[config.mk]
export PLATFORM = sky130hd
export DESIGN_NAME = mem_write_port
export DESIGN_NICKNAME = d
export VERILOG_FILES = /design/src/rtl/mem_write_port_pkg.sv /design/src/rtl/mem_write_port_fifo.sv /design/src/rtl/mem_write_port.sv
export SDC_FILE = /design/constraint.sdc
export NUM_CORES = 1
export LEC_CHECK = 0
export BUFFER_PORTS_ARGS = -buffer_cell sky130_fd_sc_hd__buf_2
export CORE_ASPECT_RATIO = 1.1
export CORE_MARGIN = 4
export CORE_UTILIZATION = 60
export CTS_BUF_LIST = sky130_fd_sc_hd__clkbuf_4
export CTS_CLUSTER_DIAMETER = 150
export DETAILED_ROUTE_END_ITERATION = 12
export PLACE_DENSITY_LB_ADDON = 0.08
export SYNTH_ARGS = -nofsm -noshare
export SYNTH_HDL_FRONTEND = slang
export SYNTH_SLANG_ARGS = --single-unit
[constraint.sdc]
create_clock -name clk_i -period 2.5 [get_ports clk_i]
set_input_delay 0.25 -clock clk_i [delete_from_list [all_inputs] [get_ports clk_i]]
set_output_delay 0.25 -clock clk_i [all_outputs]
set_load 0.1 [all_outputs]
[src/rtl/mem_write_port_pkg.sv]
// ---------------------------------------------------------------------------
// mem_write_port_pkg
//  Shared definitions for the write-back memory port:
//   - byte-count codes carried with each request (ONE/TWO/THREE = 0/1/2;
//     code 3 is reserved and behaves like ONE)
//   - serializer FSM state encodings (IDLE/WRITE)
//   - FIFO entry width for the default 16-bit address: 2 + 16 + 24 = 42
//   - byte-selection helpers that fix the descending 6502 push order
// ---------------------------------------------------------------------------
package mem_write_port_pkg;

    localparam int ENTRY_W = 42;

    typedef enum logic [1:0] {
        CNT_ONE   = 2'd0,
        CNT_TWO   = 2'd1,
        CNT_THREE = 2'd2,
        CNT_RSVD  = 2'd3
    } cnt_e;

    typedef enum logic [0:0] {
        ST_IDLE  = 1'b0,
        ST_WRITE = 1'b1
    } state_e;

    // Reserved count code collapses to a single-byte request.
    function automatic logic [1:0] norm_cnt(input logic [1:0] cnt);
        logic [1:0] res;
        if (cnt == CNT_RSVD) begin
            res = CNT_ONE;
        end else begin
            res = cnt;
        end
        return res;
    endfunction

    // First byte of a request: a lone byte is the low byte, otherwise the
    // high byte goes first (descending push order).
    function automatic logic [7:0] first_byte(input logic [23:0] dat, input logic [1:0] cnt);
        logic [7:0] res;
        case (cnt)
            CNT_TWO, CNT_THREE: res = dat[15:8];
            default:            res = dat[7:0];
        endcase
        return res;
    endfunction

    // Subsequent bytes of a multi-byte request: lo, then P.
    function automatic logic [7:0] next_byte(input logic [23:0] dat, input logic [1:0] idx);
        logic [7:0] res;
        case (idx)
            2'd1:    res = dat[7:0];
            2'd2:    res = dat[23:16];
            default: res = dat[7:0];
        endcase
        return res;
    endfunction

endpackage

[src/rtl/mem_write_port_fifo.sv]
// ---------------------------------------------------------------------------
// mem_wr_fifo
//  Synchronous FIFO with registered storage and a combinational head.
//  Push while full and pop while empty are ignored.
//  Ports:
//   clk_i, rst_n_i   clock / asynchronous active-low reset
//   push_i, data_i   write an entry at the tail
//   pop_i            remove the head entry
//   data_o           current head entry (valid when !empty_o)
//   full_o, empty_o  occupancy flags
//   count_o          number of stored entries
// ---------------------------------------------------------------------------
module mem_wr_fifo #(
    parameter int DEPTH = 2,
    parameter int WIDTH = 42,
    localparam int PW = (DEPTH > 1) ? $clog2(DEPTH) : 1,
    localparam int CW = $clog2(DEPTH + 1)
) (
    input  logic             clk_i,
    input  logic             rst_n_i,
    input  logic             push_i,
    input  logic [WIDTH-1:0] data_i,
    input  logic             pop_i,
    output logic [WIDTH-1:0] data_o,
    output logic             full_o,
    output logic             empty_o,
    output logic [CW-1:0]    count_o
);

    logic [WIDTH-1:0] mem_q [DEPTH];
    logic [PW-1:0]    wr_q, rd_q;
    logic [CW-1:0]    count_q;
    logic             do_push_s, do_pop_s;

    assign full_o    = (count_q == CW'(DEPTH));
    assign empty_o   = (count_q == {CW{1'b0}});
    assign count_o   = count_q;
    assign data_o    = mem_q[rd_q];
    assign do_push_s = push_i & ~full_o;
    assign do_pop_s  = pop_i & ~empty_o;

    // Storage array and tail pointer; pointers wrap explicitly so any depth works.
    always_ff @(posedge clk_i or negedge rst_n_i) begin
        if (!rst_n_i) begin
            for (int i = 0; i < DEPTH; i++) begin
                mem_q[i] <= {WIDTH{1'b0}};
            end
            wr_q <= {PW{1'b0}};
        end else if (do_push_s) begin
            mem_q[wr_q] <= data_i;
            wr_q        <= (wr_q == PW'(DEPTH - 1)) ? {PW{1'b0}} : wr_q + PW'(1);
        end else begin
            wr_q <= wr_q;
        end
    end

    // Head pointer.
    always_ff @(posedge clk_i or negedge rst_n_i) begin
        if (!rst_n_i) begin
            rd_q <= {PW{1'b0}};
        end else if (do_pop_s) begin
            rd_q <= (rd_q == PW'(DEPTH - 1)) ? {PW{1'b0}} : rd_q + PW'(1);
        end else begin
            rd_q <= rd_q;
        end
    end

    // Occupancy count; simultaneous push and pop leave it unchanged.
    always_ff @(posedge clk_i or negedge rst_n_i) begin
        if (!rst_n_i) begin
            count_q <= {CW{1'b0}};
        end else if (do_push_s && !do_pop_s) begin
            count_q <= count_q + CW'(1);
        end else if (!do_push_s && do_pop_s) begin
            count_q <= count_q - CW'(1);
        end else begin
            count_q <= count_q;
        end
    end

endmodule

[src/rtl/mem_write_port.sv]
// ---------------------------------------------------------------------------
// mem_write_port
//  Accepts 1-3 byte write requests from the write-back stage, queues them in
//  a small FIFO and serializes them onto a byte-wide RAM port using a
//  valid/ready handshake. Bytes go out in descending address order; the
//  address decrement wraps inside the 256-byte page.
//  Optional build macro: MEM_WR_OVF_EN adds the sticky ovf_o output, set
//  when a request arrives while the FIFO is full.
//  Ports:
//   clk_i, rst_n_i  clock / asynchronous active-low reset
//   mem_w_enb_i     request valid (one cycle per request)
//   mem_w_cnt_i     byte-count code (0/1/2 = 1/2/3 bytes, 3 = 1 byte)
//   mem_w_adr_i     address of the first (highest) byte
//   mem_w_dat_i     {P, hi, lo}
//   mem_stl_o       stall to the pipeline (count >= FIFO_DEPTH-1)
//   ram_we_o        byte write valid (registered)
//   ram_adr_o       byte address (registered)
//   ram_dat_o       byte data (registered)
//   ram_rdy_i       RAM accepts the byte when ram_we_o && ram_rdy_i
//   idle_o          FIFO empty and serializer idle
//   ovf_o           sticky overflow flag (MEM_WR_OVF_EN only)
// ---------------------------------------------------------------------------
module mem_write_port
    import mem_write_port_pkg::*;
#(
    parameter int FIFO_DEPTH = 2,   // legal 2..8
    parameter int AW         = 16
) (
    input  logic          clk_i,
    input  logic          rst_n_i,
    input  logic          mem_w_enb_i,
    input  logic [1:0]    mem_w_cnt_i,
    input  logic [AW-1:0] mem_w_adr_i,
    input  logic [23:0]   mem_w_dat_i,
    output logic          mem_stl_o,
    output logic          ram_we_o,
    output logic [AW-1:0] ram_adr_o,
    output logic [7:0]    ram_dat_o,
    input  logic          ram_rdy_i,
    output logic          idle_o
`ifdef MEM_WR_OVF_EN
    ,
    output logic          ovf_o
`endif
);

    localparam int EW = ENTRY_W - 16 + AW;
    localparam int CW = $clog2(FIFO_DEPTH + 1);

    // FIFO interface
    logic [EW-1:0] head_s;
    logic [1:0]    head_cnt_s;
    logic [AW-1:0] head_adr_s;
    logic [23:0]   head_dat_s;
    logic          full_s, empty_s, pop_s;
    logic [CW-1:0] count_s;

    // Serializer state
    state_e        state_q, state_d;
    logic [AW-1:0] cur_adr_q, cur_adr_d;
    logic [23:0]   cur_dat_q, cur_dat_d;
    logic [1:0]    rem_q, rem_d;
    logic [1:0]    idx_q, idx_d;
    logic          ram_we_q, ram_we_d;
    logic [AW-1:0] ram_adr_q, ram_adr_d;
    logic [7:0]    ram_dat_q, ram_dat_d;
    logic          accept_s, last_s;

    mem_wr_fifo #(
        .DEPTH (FIFO_DEPTH),
        .WIDTH (EW)
    ) u_fifo (
        .clk_i   (clk_i),
        .rst_n_i (rst_n_i),
        .push_i  (mem_w_enb_i),
        .data_i  ({mem_w_cnt_i, mem_w_adr_i, mem_w_dat_i}),
        .pop_i   (pop_s),
        .data_o  (head_s),
        .full_o  (full_s),
        .empty_o (empty_s),
        .count_o (count_s)
    );

    assign head_cnt_s = norm_cnt(head_s[EW-1:EW-2]);
    assign head_adr_s = head_s[AW+23:24];
    assign head_dat_s = head_s[23:0];

    assign accept_s  = ram_we_q & ram_rdy_i;
    assign last_s    = (rem_q == 2'd0);
    assign mem_stl_o = (count_s >= CW'(FIFO_DEPTH - 1));
    assign idle_o    = empty_s & (state_q == ST_IDLE);
    assign ram_we_o  = ram_we_q;
    assign ram_adr_o = ram_adr_q;
    assign ram_dat_o = ram_dat_q;

    // FSM state register.
    always_ff @(posedge clk_i or negedge rst_n_i) begin
        if (!rst_n_i) begin
            state_q <= ST_IDLE;
        end else begin
            state_q <= state_d;
        end
    end

    // FSM next state and FIFO pop decision. In WRITE a new request is popped
    // on the same edge that retires the last byte, so bursts chain without a gap.
    always_comb begin
        state_d = state_q;
        pop_s   = 1'b0;
        case (state_q)
            ST_IDLE: begin
                if (!empty_s) begin
                    pop_s   = 1'b1;
                    state_d = ST_WRITE;
                end else begin
                    state_d = ST_IDLE;
                end
            end
            ST_WRITE: begin
                if (accept_s && last_s) begin
                    if (!empty_s) begin
                        pop_s   = 1'b1;
                        state_d = ST_WRITE;
                    end else begin
                        state_d = ST_IDLE;
                    end
                end else begin
                    state_d = ST_WRITE;
                end
            end
            default: begin
                state_d = ST_IDLE;
            end
        endcase
    end

    // FSM outputs: next byte/address for the RAM port and burst bookkeeping.
    // ram_* hold their value until the current byte is accepted.
    always_comb begin
        ram_we_d  = ram_we_q;
        ram_adr_d = ram_adr_q;
        ram_dat_d = ram_dat_q;
        cur_adr_d = cur_adr_q;
        cur_dat_d = cur_dat_q;
        rem_d     = rem_q;
        idx_d     = idx_q;
        if (pop_s) begin
            ram_we_d  = 1'b1;
            ram_adr_d = head_adr_s;
            ram_dat_d = first_byte(head_dat_s, head_cnt_s);
            cur_adr_d = head_adr_s;
            cur_dat_d = head_dat_s;
            rem_d     = head_cnt_s;
            idx_d     = 2'd0;
        end else if ((state_q == ST_WRITE) && accept_s && !last_s) begin
            idx_d     = idx_q + 2'd1;
            rem_d     = rem_q - 2'd1;
            // Decrement stays inside the page: only the low byte moves.
            ram_adr_d = {cur_adr_q[AW-1:8], cur_adr_q[7:0] - {6'd0, idx_q + 2'd1}};
            ram_dat_d = next_byte(cur_dat_q, idx_q + 2'd1);
        end else if ((state_q == ST_WRITE) && accept_s) begin
            ram_we_d  = 1'b0;
        end else begin
            ram_we_d  = ram_we_q;
        end
    end

    // Datapath registers for the RAM port and the request being serialized.
    always_ff @(posedge clk_i or negedge rst_n_i) begin
        if (!rst_n_i) begin
            ram_we_q  <= 1'b0;
            ram_adr_q <= {AW{1'b0}};
            ram_dat_q <= 8'h00;
            cur_adr_q <= {AW{1'b0}};
            cur_dat_q <= 24'h000000;
            rem_q     <= 2'd0;
            idx_q     <= 2'd0;
        end else begin
            ram_we_q  <= ram_we_d;
            ram_adr_q <= ram_adr_d;
            ram_dat_q <= ram_dat_d;
            cur_adr_q <= cur_adr_d;
            cur_dat_q <= cur_dat_d;
            rem_q     <= rem_d;
            idx_q     <= idx_d;
        end
    end

`ifdef MEM_WR_OVF_EN
    logic ovf_q;

    // Sticky overflow: a request arrived while the FIFO was full.
    always_ff @(posedge clk_i or negedge rst_n_i) begin
        if (!rst_n_i) begin
            ovf_q <= 1'b0;
        end else if (mem_w_enb_i && full_s) begin
            ovf_q <= 1'b1;
        end else begin
            ovf_q <= ovf_q;
        end
    end

    assign ovf_o = ovf_q;
`endif

endmodule

### After elaboration in Yosys (flattened, before gate mapping)

Index checks and enable logic that the tools add are counted.

* register bits after elaboration: 158
* word-level logic and storage cells: 84

* add/sub/neg operators: 7
* reduce and logical (&&, ||, !) cells: 16
* bitwise logic cells: 9
* mux-type cells: 29
* $lt $le $gt $ge: 4
* equal/unequal tests: 6

Operators with widths (number)
* $mux W42: 4
* $bwmux W84: 1
* $demux W42 S1: 1
* $mux W16: 2
* $mux W8: 4
* $mux W2: 7
* $eq A2 B2 Y1 const B: 4
* $mux W1: 8
* $sub A8 B2 Y8: 1
* $logic_and A1 B1 Y1: 6
* $reduce_bool A2 Y1: 3
* $add A2 B1 Y2 const B: 2
* $and A1 B1 Y1: 4
* $ge A2 B2 Y1 const B: 2
* $logic_not A2 Y1: 2
* $not A1 Y2: 2
* $pmux W1 S2: 2
* $sub A2 B1 Y2 const B: 2
* $logic_not A1 Y1: 3
* $not A1 Y1: 3
* $add A1 B1 Y1 const B: 2
* $eq A2 B1 Y1 const B: 1
* $ge A2 B1 Y1 const B: 1
* $lt A2 B1 Y1 const B: 1
* 3 further kinds: 3

### Logic depth before layout (Yosys ltp)

Gate-level depths: netlist of run 1.

* depth after elaboration: 10
* mapped depth: 10
* mapped depth without buffers: 8

### Cells and area by module

Synthesis of run 1 repeated with hierarchy kept, for this count alone.

* cells, all modules: 549
* area total of the unflattened synthesis: 6730.2 µm²

Modules (own cells, without submodules)
* mem_wr_fifo: sequential area each 2202.1 µm², area each 3829.9 µm², instances 1, cells each 242
* mem_write_port: sequential area each 1551.5 µm², area each 2900.3 µm², instances 1, cells each 307

### Least setup slack after synthesis of run 1

OpenSTA, ideal clock, no wires.

* path kind: register to register
* start: register ram_we_q, in the netlist ram_we_o
* end: register u_fifo.count_q[1], in the netlist u_fifo.count_o[1]
* period minus slack after synthesis: 2361 ps
* data required time: 2373 ps
* path slack: 139 ps
* arrival: 2234 ps
* buffers on the path: 2
* setup time: 127 ps
* stages on the path, launching flop included: 9
* path through: dfrtp_1 nand3_1 a21oi_2 inv_2 buf_6 buf_2 ha_1 nand2_1 o21ai_0

* word-level cells in the longest chain between the ends: 8

RTL lines
* from (decl): line mem_write_port.sv:64 `logic ram_we_q, ram_we_d;`
* from (signal assigned): line mem_write_port.sv:179 `ram_we_q <= ram_we_d;`
* $and A1 B1 Y1 (*): line mem_write_port.sv:88 `assign accept_s = ram_we_q & ram_rdy_i;`
* $logic_and A1 B1 Y1 (*): line mem_write_port.sv:120 `if (accept_s && last_s) begin`
* $mux W1 (*): line mem_write_port.sv:120
* $pmux W1 S2 (*): line mem_write_port.sv:110 `case (state_q)`
* $and A1 B1 Y1 (*): line mem_write_port_fifo.sv:40 `assign do_pop_s = pop_i & ~empty_o;`
* $logic_not A1 Y1: line mem_write_port_fifo.sv:72 `end else if (do_push_s && !do_pop_s) begin`
* $logic_and A1 B1 Y1: line mem_write_port_fifo.sv:72
* $mux W2 or $reduce_bool A2 Y1 (tied branches)
* to (signal assigned): line mem_write_port_fifo.sv:71 `count_q <= {CW{1'b0}};`
* to (signal assigned): line mem_write_port_fifo.sv:73 `count_q <= count_q + CW'(1);`
* to (signal assigned): line mem_write_port_fifo.sv:75 `count_q <= count_q - CW'(1);`
* to (decl): line mem_write_port_fifo.sv:32 `logic [CW-1:0] count_q;`

Every way passes the cells marked *; elsewhere a longest branch is shown, timed or not.
A chain may end at the register's enable or synchronous reset.

### Final worst setup path of run 1

* start: register u_fifo.count_q[0], in the netlist u_fifo.count_o[0]
* end: output port idle_o

* word-level cells in the longest chain between the ends: 2

RTL lines
* $logic_not A2 Y1: line mem_write_port_fifo.sv:36 `assign empty_o = (count_q == {CW{1'b0}});`
* $and A1 B1 Y1: line mem_write_port.sv:91 `assign idle_o = empty_s & (state_q == ST_IDLE);`
* to (decl): line mem_write_port.sv:40 `output logic idle_o`

No other way between the ends.

==> flow_summary.yaml, run 1 <==
synthesis:
  synthTopCellsByCount: "dfrtp_1 (150), mux2_2 (84), nand2_1 (50)"
  synth_edf_count: 0
  syn_inst: 535
  ys_ff_latch: 150
  yosys_warnings: 0
  synth.largest_area_cell: "dfrtp_1"
  synth.cell_area_sq_mm: 0.006661
  synth_top_area_share_pct: 56.35
  synthesis.nets: 592
  syn-mean-instance-area_sq_um: 12.45
  synth.most_common_cell: "dfrtp_1"
  synth.area.top_cells: "dfrtp_1 (56%), mux2_2 (14%), mux2i_1 (6.3%), nand2_1 (2.8%), mux4_2 (2.7%)"
  async_reset_ff_share_pct: 100.0
  synth_ff_type: "dfrtp_1"
  yosysSeqAreaShare_pct: 56.35
  synth_cell_types: 38
worst_setup_path:
  worstPathMaxFanout: 5
  reg2reg_from: "idx_q[0]$_DFFE_PN0P_"
  cp_slowest_stage_delay_ns: 0.43
  reg2reg_to: "ram_adr_o[6]$_DFFE_PN0P_"
  r2r.worst_path.cells: 7
  ff2ff_setup_slack_ns: 0.40
  startpoint_type: "flip-flop"
  crit_slowest_cell: "buf_2"
  critical_path_class: "flip-flop to output port"
  cp_data_arrival_time_ns: 1.88
  required_ns: 2.25
  end_kind: "output port"
  worstPathCellList: "inv_1 -> ha_1 -> nor2b_1 -> buf_2"
floorplan:
  fp.dieH_um: 118.5
  io_pins: 73
  start_util_pct: 61.06
  die_w_um: 108.5
  coreArea_sq_mm: 0.01091
  dieArea_sq_mm: 0.01285
  num_rows: 40
clock_network:
  cts_buffer_depth: 2
  clkTransAtPathRegs_ns: 0.11
  clock_latency_ns: 0.53
  cts_tree: "done"
  clkSinkCount: 150
  cts-root-buf: "clkbuf_4"
  cts_setup_buffers: 0
  cts_buffers: 17
  htreeDepth: 4
  ctsResizeCount: 0
  hold_buffers: 43
global_route:
  grt.total_usage_pct: 22.48
  grt_max_degree: 87
  antenna_found_initial: 0
  gr-total-overflow: 0
  grt_pass1_vias: 4551
  grt_pass1_wl_mm: 22.39
route:
  drt_wl_total_mm: 13.53
  firstDrtPassIters: 7
  drt-initial-drc-count: 175
  vias: 4417
  avgRoutedWirePerCell_um: 16.76
  vias_per_cell: 5.473
  drc: 0
  antenna_left: 0
power_and_ir_drop:
  ir_worst_vdd_uv: 1118
  p_leak_nw: 3.703
  power.density_mw_per_mm2: 1407
  power_mw: 11.14
cells_and_area:
  layout.nets: 705
  seqCellArea_sq_mm: 0.003755
  area_delta_synth_final_pct: 18.82
  diodes: 0
  multi_input_area_sq_mm: 0.002695
  fin_cells: 807
  filler_cell_count: 795
  drive_gt1_share_pct: 32.27
  final_core_util_pct: 72.55
min_path:
  worstHoldPathCells: 4
  min-delay-path-class: "input pin to flip-flop"
  min_to: "ram_we_o$_DFFE_PN0P_"
  min_from: "ram_rdy_i"
flow_run:
  maxCapViolCount: 0
sta:
  slew_headroom_pct: 46.59
  min_period_ns: 2.130
  setup_viol: 0
  fmax_mhz: 469.5
  fin_crit_sh_pct: 85.19
  drv_slew: 0
  final_hold_viol_count: 0
  tightest_slew_ns: 0.8011
  rsz0062_at_grt: "false"
  skew_ns: 0.02034
  fin_setup_tns_ns: 0
outcome:
  outcome: "finished clean"
placement:
  dp_cells: 733
  place_congestion: 0.8251
  post-dp-hpwl_mm: 8.934
  port-buffer-count: 72
## through the flow
step	hold slack, ns	setup WS (ns)	area [sq um]
after global routing	0.06414	0.1945	7915
final	0.06999	0.3703	7915
after CTS	0.01570	0.3096	7915
after detailed placement	0.3641	0.4214	7197
after floorplan	-0.04559	0.1391	6661
after global placement	0.3612	0.4499	7197
## layout make-up
cell class / instances / area share (%)
clock buffers: 17 / 1.612
multi-input cells: 338 / 34.05
clock inverters: 14 / 2.023
inverters: 13 / 0.6165
flip-flops and latches: 150 / 47.44
well taps: 147 / 2.324
repair buffers: 128 / 11.93
## critical path: cells and delay by family (launching register included)
kind / cells / cell delay, ns
adders and majority gates: 1 / 0.27
buffers and inverters: 2 / 0.53
DFF: 1 / 0.41
and+or+nand+nor: 1 / 0.15
## logic make-up (layout without fill, tap and decap cells)
family / count (synthesis) / in the layout / synth area share [%]
buffers and inverters: 47 / 172 / 3.456
adder cells (fa/ha/maj): 11 / 11 / 2.179
flip-flops: 150 / 150 / 56.35
XOR/XNOR: 7 / 7 / 0.9204
multiplexers: 134 / 134 / 23.22
AO/OA/AOI/OAI: 78 / 78 / 6.593
AND/OR/NAND/NOR: 108 / 108 / 7.288
## registers in the layout, summed over array words and instances, names as in the netlist
name / cells
cur_adr_q: 16
cur_dat_q: 16
idx_q: 2
ram_adr_o: 16
ram_dat_o: 8
ram_we_o: 1
rem_q: 2
state_q: 1
u_fifo.count_o: 2
u_fifo.mem_q: 84
u_fifo.rd_q: 1
u_fifo.wr_q: 1
## report_power, final
group          internal (mW)  total (mW)  switching (mW)
Sequential              3.63        4.36           0.732
Clock                  0.680        1.51           0.829
Combinational           2.08        5.27            3.18
Total                   6.39        11.1            4.75
## how the worst max path moves through the flow
stage / slack (ns) / from / to
floorplan: 0.14 / ram_we_o$_DFFE_PN0P_ / u_fifo.count_o[1]$_DFFE_PN0P_
global placement: 0.45 / idx_q[0]$_DFFE_PN0P_ / ram_adr_o[6]$_DFFE_PN0P_
detailed placement: 0.42 / idx_q[0]$_DFFE_PN0P_ / ram_adr_o[6]$_DFFE_PN0P_
CTS: 0.31 / u_fifo.count_o[0]$_DFFE_PN0P_ / idle_o
global route: 0.19 / u_fifo.count_o[0]$_DFFE_PN0P_ / idle_o
finish: 0.37 / u_fifo.count_o[0]$_DFFE_PN0P_ / idle_o
## metal layers
metal  global-route usage, %  routed length, um  share of wire, %  vias up
met4                   6.077                136               1.0        0
met5                       0                  0                 0        -
met3                   5.461                523               3.9       13
li1                        -                  -                 -     2097
met2                   39.03               7155                53       87
met1                   27.87               5709                42     2220
## cell usage in the layout, fill, tap and decap left out, drive strengths merged, types with 2 or more instances in the layout
cell type,count
nor2b,4
nor2,27
and3,11
ha,10
mux2i,42
bufinv,3
buf,85
mux4,8
dlygate4sd3,43
a21oi,30
mux2,84
clkbuf,17
inv,14
clkinvlp,3
nand2b,3
nand2,50
xor2,3
o211ai,3
clkinv,7
dfrtp,150
nand3,7
a211oi,2
xnor2,4
o21ai,31
a21o,4
o22ai,2
a211o,3
Power figures use the tool's default switching activity.
==> run 2, diff against run 1 <==
Settings changed: CTS_BUF_LIST sky130_fd_sc_hd__clkbuf_4 to sky130_fd_sc_hd__clkbuf_2 sky130_fd_sc_hd__clkbuf_4 sky130_fd_sc_hd__clkbuf_8.
Clock period 2.5 ns to 2.3 ns, I/O delays scaled along.
==> flow_summary.yaml, run 2 (synthesis gave the netlist of run 1 again) <==
outcome:
  outcome: "finished clean"
sta:
  drv_slew: 0
  fin_setup_tns_ns: 0
  final_hold_viol_count: 0
  setup_viol: 0
  rsz0062_at_grt: "false"
  tightest_slew_ns: 0.6079
  min_period_ns: 2.095
  skew_ns: 0.01077
  fin_crit_sh_pct: 91.08
  slew_headroom_pct: 59.47
  setup_ws_ns: 0.2051
  fmax_mhz: 477.3
  fin_hold_ws_ns: 0.02786
placement:
  dp_cells: 733
  place_congestion: 0.7715
  port-buffer-count: 72
  post-place-ws_ns: 0.2158
  post-dp-hpwl_mm: 8.934
global_route:
  grt_pass1_vias: 4515
  grt_max_degree: 66
  grt_pass1_wl_mm: 22.37
  grt.total_usage_pct: 22.63
  antenna_found_initial: 1
  gr-total-overflow: 0
worst_setup_path:
  crit_path_start: "idx_q[0]$_DFFE_PN0P_"
  reg2reg_from: "idx_q[0]$_DFFE_PN0P_"
  worstPathCellList: "ha_1 -> inv_1 -> fa_1 -> or4b_1 -> nor2_1 -> xor2_1 -> a211o_1"
  ff2ff_setup_slack_ns: 0.21
  crit_slowest_cell: "or4b_1"
  worstPathMaxFanout: 4
  r2r.worst_path.cells: 7
  cp_slowest_stage_delay_ns: 0.46
  end_kind: "flip-flop"
  required_ns: 2.64
  critical_path_class: "flip-flop to flip-flop"
  cp_data_arrival_time_ns: 2.43
  startpoint_type: "flip-flop"
  reg2reg_to: "ram_adr_o[6]$_DFFE_PN0P_"
floorplan:
  fp.dieH_um: 118.5
  start_util_pct: 61.06
  num_rows: 40
  dieArea_sq_mm: 0.01285
  io_pins: 73
  coreArea_sq_mm: 0.01091
  die_w_um: 108.5
route:
  firstDrtPassIters: 4
  vias: 4309
  dr_wl_met3_um: 595
  top_layer_used: "met5"
  wl_met1_mm: 5.349
  drt-initial-drc-count: 199
  avgRoutedWirePerCell_um: 17.32
  wl_met2_mm: 7.097
  antenna_left: 0
  drc: 0
  vias_per_cell: 5.618
  drt_wl_total_mm: 13.28
cells_and_area:
  final_core_util_pct: 69.58
  drive_gt1_share_pct: 34.68
  diodes: 0
  largest_register_ffs: 84
  final_cell_mix: "dfrtp_1 (148), mux2_2 (84), buf_2 (71)"
  area_delta_synth_final_pct: 13.96
  regMostFlops: "u_fifo.mem_q"
  fin_cells: 767
  layout_commonest_cell: "dfrtp_1"
  layout.nets: 664
  filler_cell_count: 845
power_and_ir_drop:
  power.density_mw_per_mm2: 1629
  p_leak_nw: 3.558
  ir_worst_vdd_uv: 1048
min_path:
  worstHoldPathCells: 2
  min-delay-path-class: "input pin to flip-flop"
  min_to: "u_fifo.mem_q[18]$_DFFE_PN0P_"
  min_from: "mem_w_dat_i[18]"
clock_network:
  ctsResizeCount: 0
  clkTransAtPathRegs_ns: 0.08
  htreeDepth: 4
  cts_buffers: 17
  cts-root-buf: "clkbuf_8"
  clock_latency_ns: 0.45
  cts_tree: "done"
  cts_buffer_depth: 2
  clkSinkCount: 150
flow_run:
  maxCapViolCount: 0
## run 2: power by group
part / switching (mW) / internal, mW / leakage (nW)
Combinational: 3.49 / 2.21 / 1.58
Sequential: 0.779 / 3.95 / 1.79
Clock: 1.01 / 0.922 / 0.189
Total: 5.28 / 7.09 / 3.56
## run 2: how the worst max path moves through the flow
| stage | end | slack, ns | depth (start not counted) |
|---|---|---|---|
| floorplan | idle_o | 0.02 | 3 |
| global placement | ram_adr_o[6]$_DFFE_PN0P_ | 0.25 | 7 |
| detailed placement | ram_adr_o[6]$_DFFE_PN0P_ | 0.22 | 7 |
| CTS | ram_adr_o[6]$_DFFE_PN0P_ | 0.20 | 7 |
| global route | ram_adr_o[6]$_DFFE_PN0P_ | 0.08 | 7 |
| finish | ram_adr_o[6]$_DFFE_PN0P_ | 0.21 | 7 |
## run 2: per-layer routing
metal / vias up / GRT usage, %
met4: 2 / 8.445
met5: - / 0
met2: 95 / 39.10
met3: 17 / 4.806
met1: 2176 / 27.62
li1: 2019 / -
## run 2: area by class of cell
cell class	count	area, sq um	area share [%]
clock buffer	19	261.5	3.445
clock inverter	13	123.9	1.632
inverter	13	48.80	0.6428
multi-input combinational	338	2695	35.50
sequential	150	3756	49.48
tap	147	183.9	2.423
timing repair buffer	87	521.8	6.873
## run 2: through the flow
step	power [mW]	instance area, sq um
2_1_floorplan	9.231	6664
3_3_place_gp	10.29	7186
3_5_place_dp	10.52	7186
4_1_cts	12.49	7591
5_1_grt	13.12	7591
6_report	12.37	7591
## run 2: worst max-delay path: cells and delay by family, from the launching register on
kind,cells,cell delay [ns]
buffers and inverters,1,0.09
and+or+nand+nor,2,0.59
AOI/OAI and AO/OA,1,0.28
xor gates and xnor gates,1,0.08
DFF,1,0.42
adders and majority gates,2,0.54
## run 2: timing repair
item                      CTS  global route
hold buffers                2             0
setup buffers               0             0
hold endpoints to repair   63             0
==> run 3, diff against run 2 <==
--- a/config.mk
+++ b/config.mk
@@ -13,4 +13,5 @@
 export CTS_CLUSTER_DIAMETER = 150
 export DETAILED_ROUTE_END_ITERATION = 12
+export HOLD_SLACK_MARGIN = 0.05
 export PLACE_DENSITY_LB_ADDON = 0.08
 export SYNTH_ARGS = -nofsm -noshare
==> constraint.sdc (replaced) <==
create_clock -name clk_i -period 2.3 [get_ports clk_i]
set_input_delay 0.23 -clock clk_i [delete_from_list [all_inputs] [get_ports clk_i]]
set_output_delay 0.23 -clock clk_i [all_outputs]
set_load 0.02 [all_outputs]
==> flow_summary.yaml, run 3 (synthesis gave the netlist of run 1 again) <==
clock_network:
  cts_buffer_depth: 2
  clkTransAtPathRegs_ns: 0.08
  cts_buffers: 17
  clock_latency_ns: 0.44
  cts-root-buf: "clkbuf_8"
  ctsResizeCount: 0
  clkSinkCount: 150
  htreeDepth: 4
  cts_tree: "done"
placement:
  post-place-ws_ns: 0.2003
  port-buffer-count: 72
  dp_cells: 731
  post-dp-hpwl_mm: 9.087
  place_congestion: 0.7669
floorplan:
  io_pins: 73
  num_rows: 40
  dieArea_sq_mm: 0.01285
  fp.dieH_um: 118.5
  die_w_um: 108.5
  start_util_pct: 61.06
  coreArea_sq_mm: 0.01091
route:
  drt_wl_total_mm: 13.85
  drc: 0
  drt-initial-drc-count: 160
  avgRoutedWirePerCell_um: 17.20
  antenna_left: 0
  firstDrtPassIters: 4
  vias: 4418
  vias_per_cell: 5.488
worst_setup_path:
  end_kind: "flip-flop"
  ff2ff_setup_slack_ns: 0.19
  critical_path_class: "flip-flop to flip-flop"
  startpoint_type: "flip-flop"
  reg2reg_to: "ram_adr_o[6]$_DFFE_PN0P_"
  worstPathMaxFanout: 4
  cp_data_arrival_time_ns: 2.44
  reg2reg_from: "idx_q[0]$_DFFE_PN0P_"
  r2r.worst_path.cells: 7
  required_ns: 2.63
sta:
  min_period_ns: 2.109
  final_hold_viol_count: 0
  tightest_slew_ns: 0.6277
  fin_crit_sh_pct: 91.68
  rsz0062_at_grt: "false"
  slew_headroom_pct: 58.15
  skew_ns: 0.008144
  drv_slew: 0
  fmax_mhz: 474.2
  setup_ws_ns: 0.1914
  setup_viol: 0
  fin_hold_ws_ns: 0.08804
  fin_setup_tns_ns: 0
flow_run:
  maxCapViolCount: 0
cells_and_area:
  layout_commonest_cell: "dfrtp_1"
  final_cell_mix: "dfrtp_1 (149), mux2_2 (84), buf_2 (71)"
  diodes: 0
  regMostFlops: "u_fifo.mem_q"
  filler_cell_count: 791
  final_core_util_pct: 73.78
  drive_gt1_share_pct: 32.22
  area_delta_synth_final_pct: 20.85
  fin_cells: 805
  largest_register_ffs: 84
  layout.nets: 702
power_and_ir_drop:
  power.density_mw_per_mm2: 1405
  p_leak_nw: 3.756
  ir_worst_vdd_uv: 770.0
min_path:
  worstHoldPathCells: 2
  min-delay-path-class: "input pin to flip-flop"
  min_to: "u_fifo.mem_q[59]$_DFFE_PN0P_"
  min_from: "mem_w_dat_i[17]"
global_route:
  gr-total-overflow: 0
  antenna_found_initial: 0
  grt_pass1_wl_mm: 22.78
  grt_max_degree: 71
  grt_pass1_vias: 4627
  grt.total_usage_pct: 23.15
outcome:
  outcome: "finished clean"
run 3: layout make-up:
type	instances	area, sq um	area share (%)
multi-input cells	338	2695	33.48
inverters	13	48.80	0.6062
clock inverters	12	178.9	2.223
well taps	147	183.9	2.285
repair buffers	125	932.1	11.58
clock buffers	20	256.5	3.186
flip-flops and latches	150	3755	46.64
run 3: worst max-delay path: stages, from the launching register on:
cell and delay (ns):
dfrtp_1 0.41, ha_1 0.34, inv_1 0.09, fa_1 0.20, or4b_1 0.46, nor2_1 0.13
xor2_1 0.08, a211o_1 0.29
run 3: worst max-delay path by stage:
stage | start | end | slack (ns)
4_1_cts | idx_q[0]$_DFFE_PN0P_ | ram_adr_o[6]$_DFFE_PN0P_ | 0.19
6_report | idx_q[0]$_DFFE_PN0P_ | ram_adr_o[6]$_DFFE_PN0P_ | 0.19
3_5_place_dp | idx_q[0]$_DFFE_PN0P_ | ram_adr_o[6]$_DFFE_PN0P_ | 0.20
3_3_place_gp | idx_q[0]$_DFFE_PN0P_ | ram_adr_o[6]$_DFFE_PN0P_ | 0.24
2_1_floorplan | u_fifo.rd_q$_DFFE_PN0P_ | ram_dat_o[7]$_DFFE_PN0P_ | 0.07
5_1_grt | idx_q[0]$_DFFE_PN0P_ | ram_adr_o[6]$_DFFE_PN0P_ | 0.09
run 3: per-stage QoR:
| step | total power [mW] | area, sq um |
|---|---|---|
| global route | 12.06 | 8050 |
| floorplan | 7.887 | 6663 |
| CTS | 11.42 | 8050 |
| finish | 11.31 | 8050 |
| global placement | 8.887 | 7194 |
| detailed placement | 9.176 | 7194 |
run 3: what timing repair did:
action                    CTS  global route
hold endpoints to repair  145             0
setup buffers               0             0
hold buffers               42             0
run 3: power by group:
part | switching, mW | internal (mW) | total, mW
Sequential | 0.793 | 3.96 | 4.75
Clock | 0.957 | 1.22 | 2.17
Combinational | 2.13 | 2.26 | 4.39
Total | 3.88 | 7.43 | 11.3
run 3: layer usage:
layer  track usage, %  up-vias  wire length [um]
met5                0        -                 0
met4            8.366        0               253
met3            5.625       15               471
met2            39.57       80              7356
met1            28.31     2230              5764
li1                 -     2093                 -
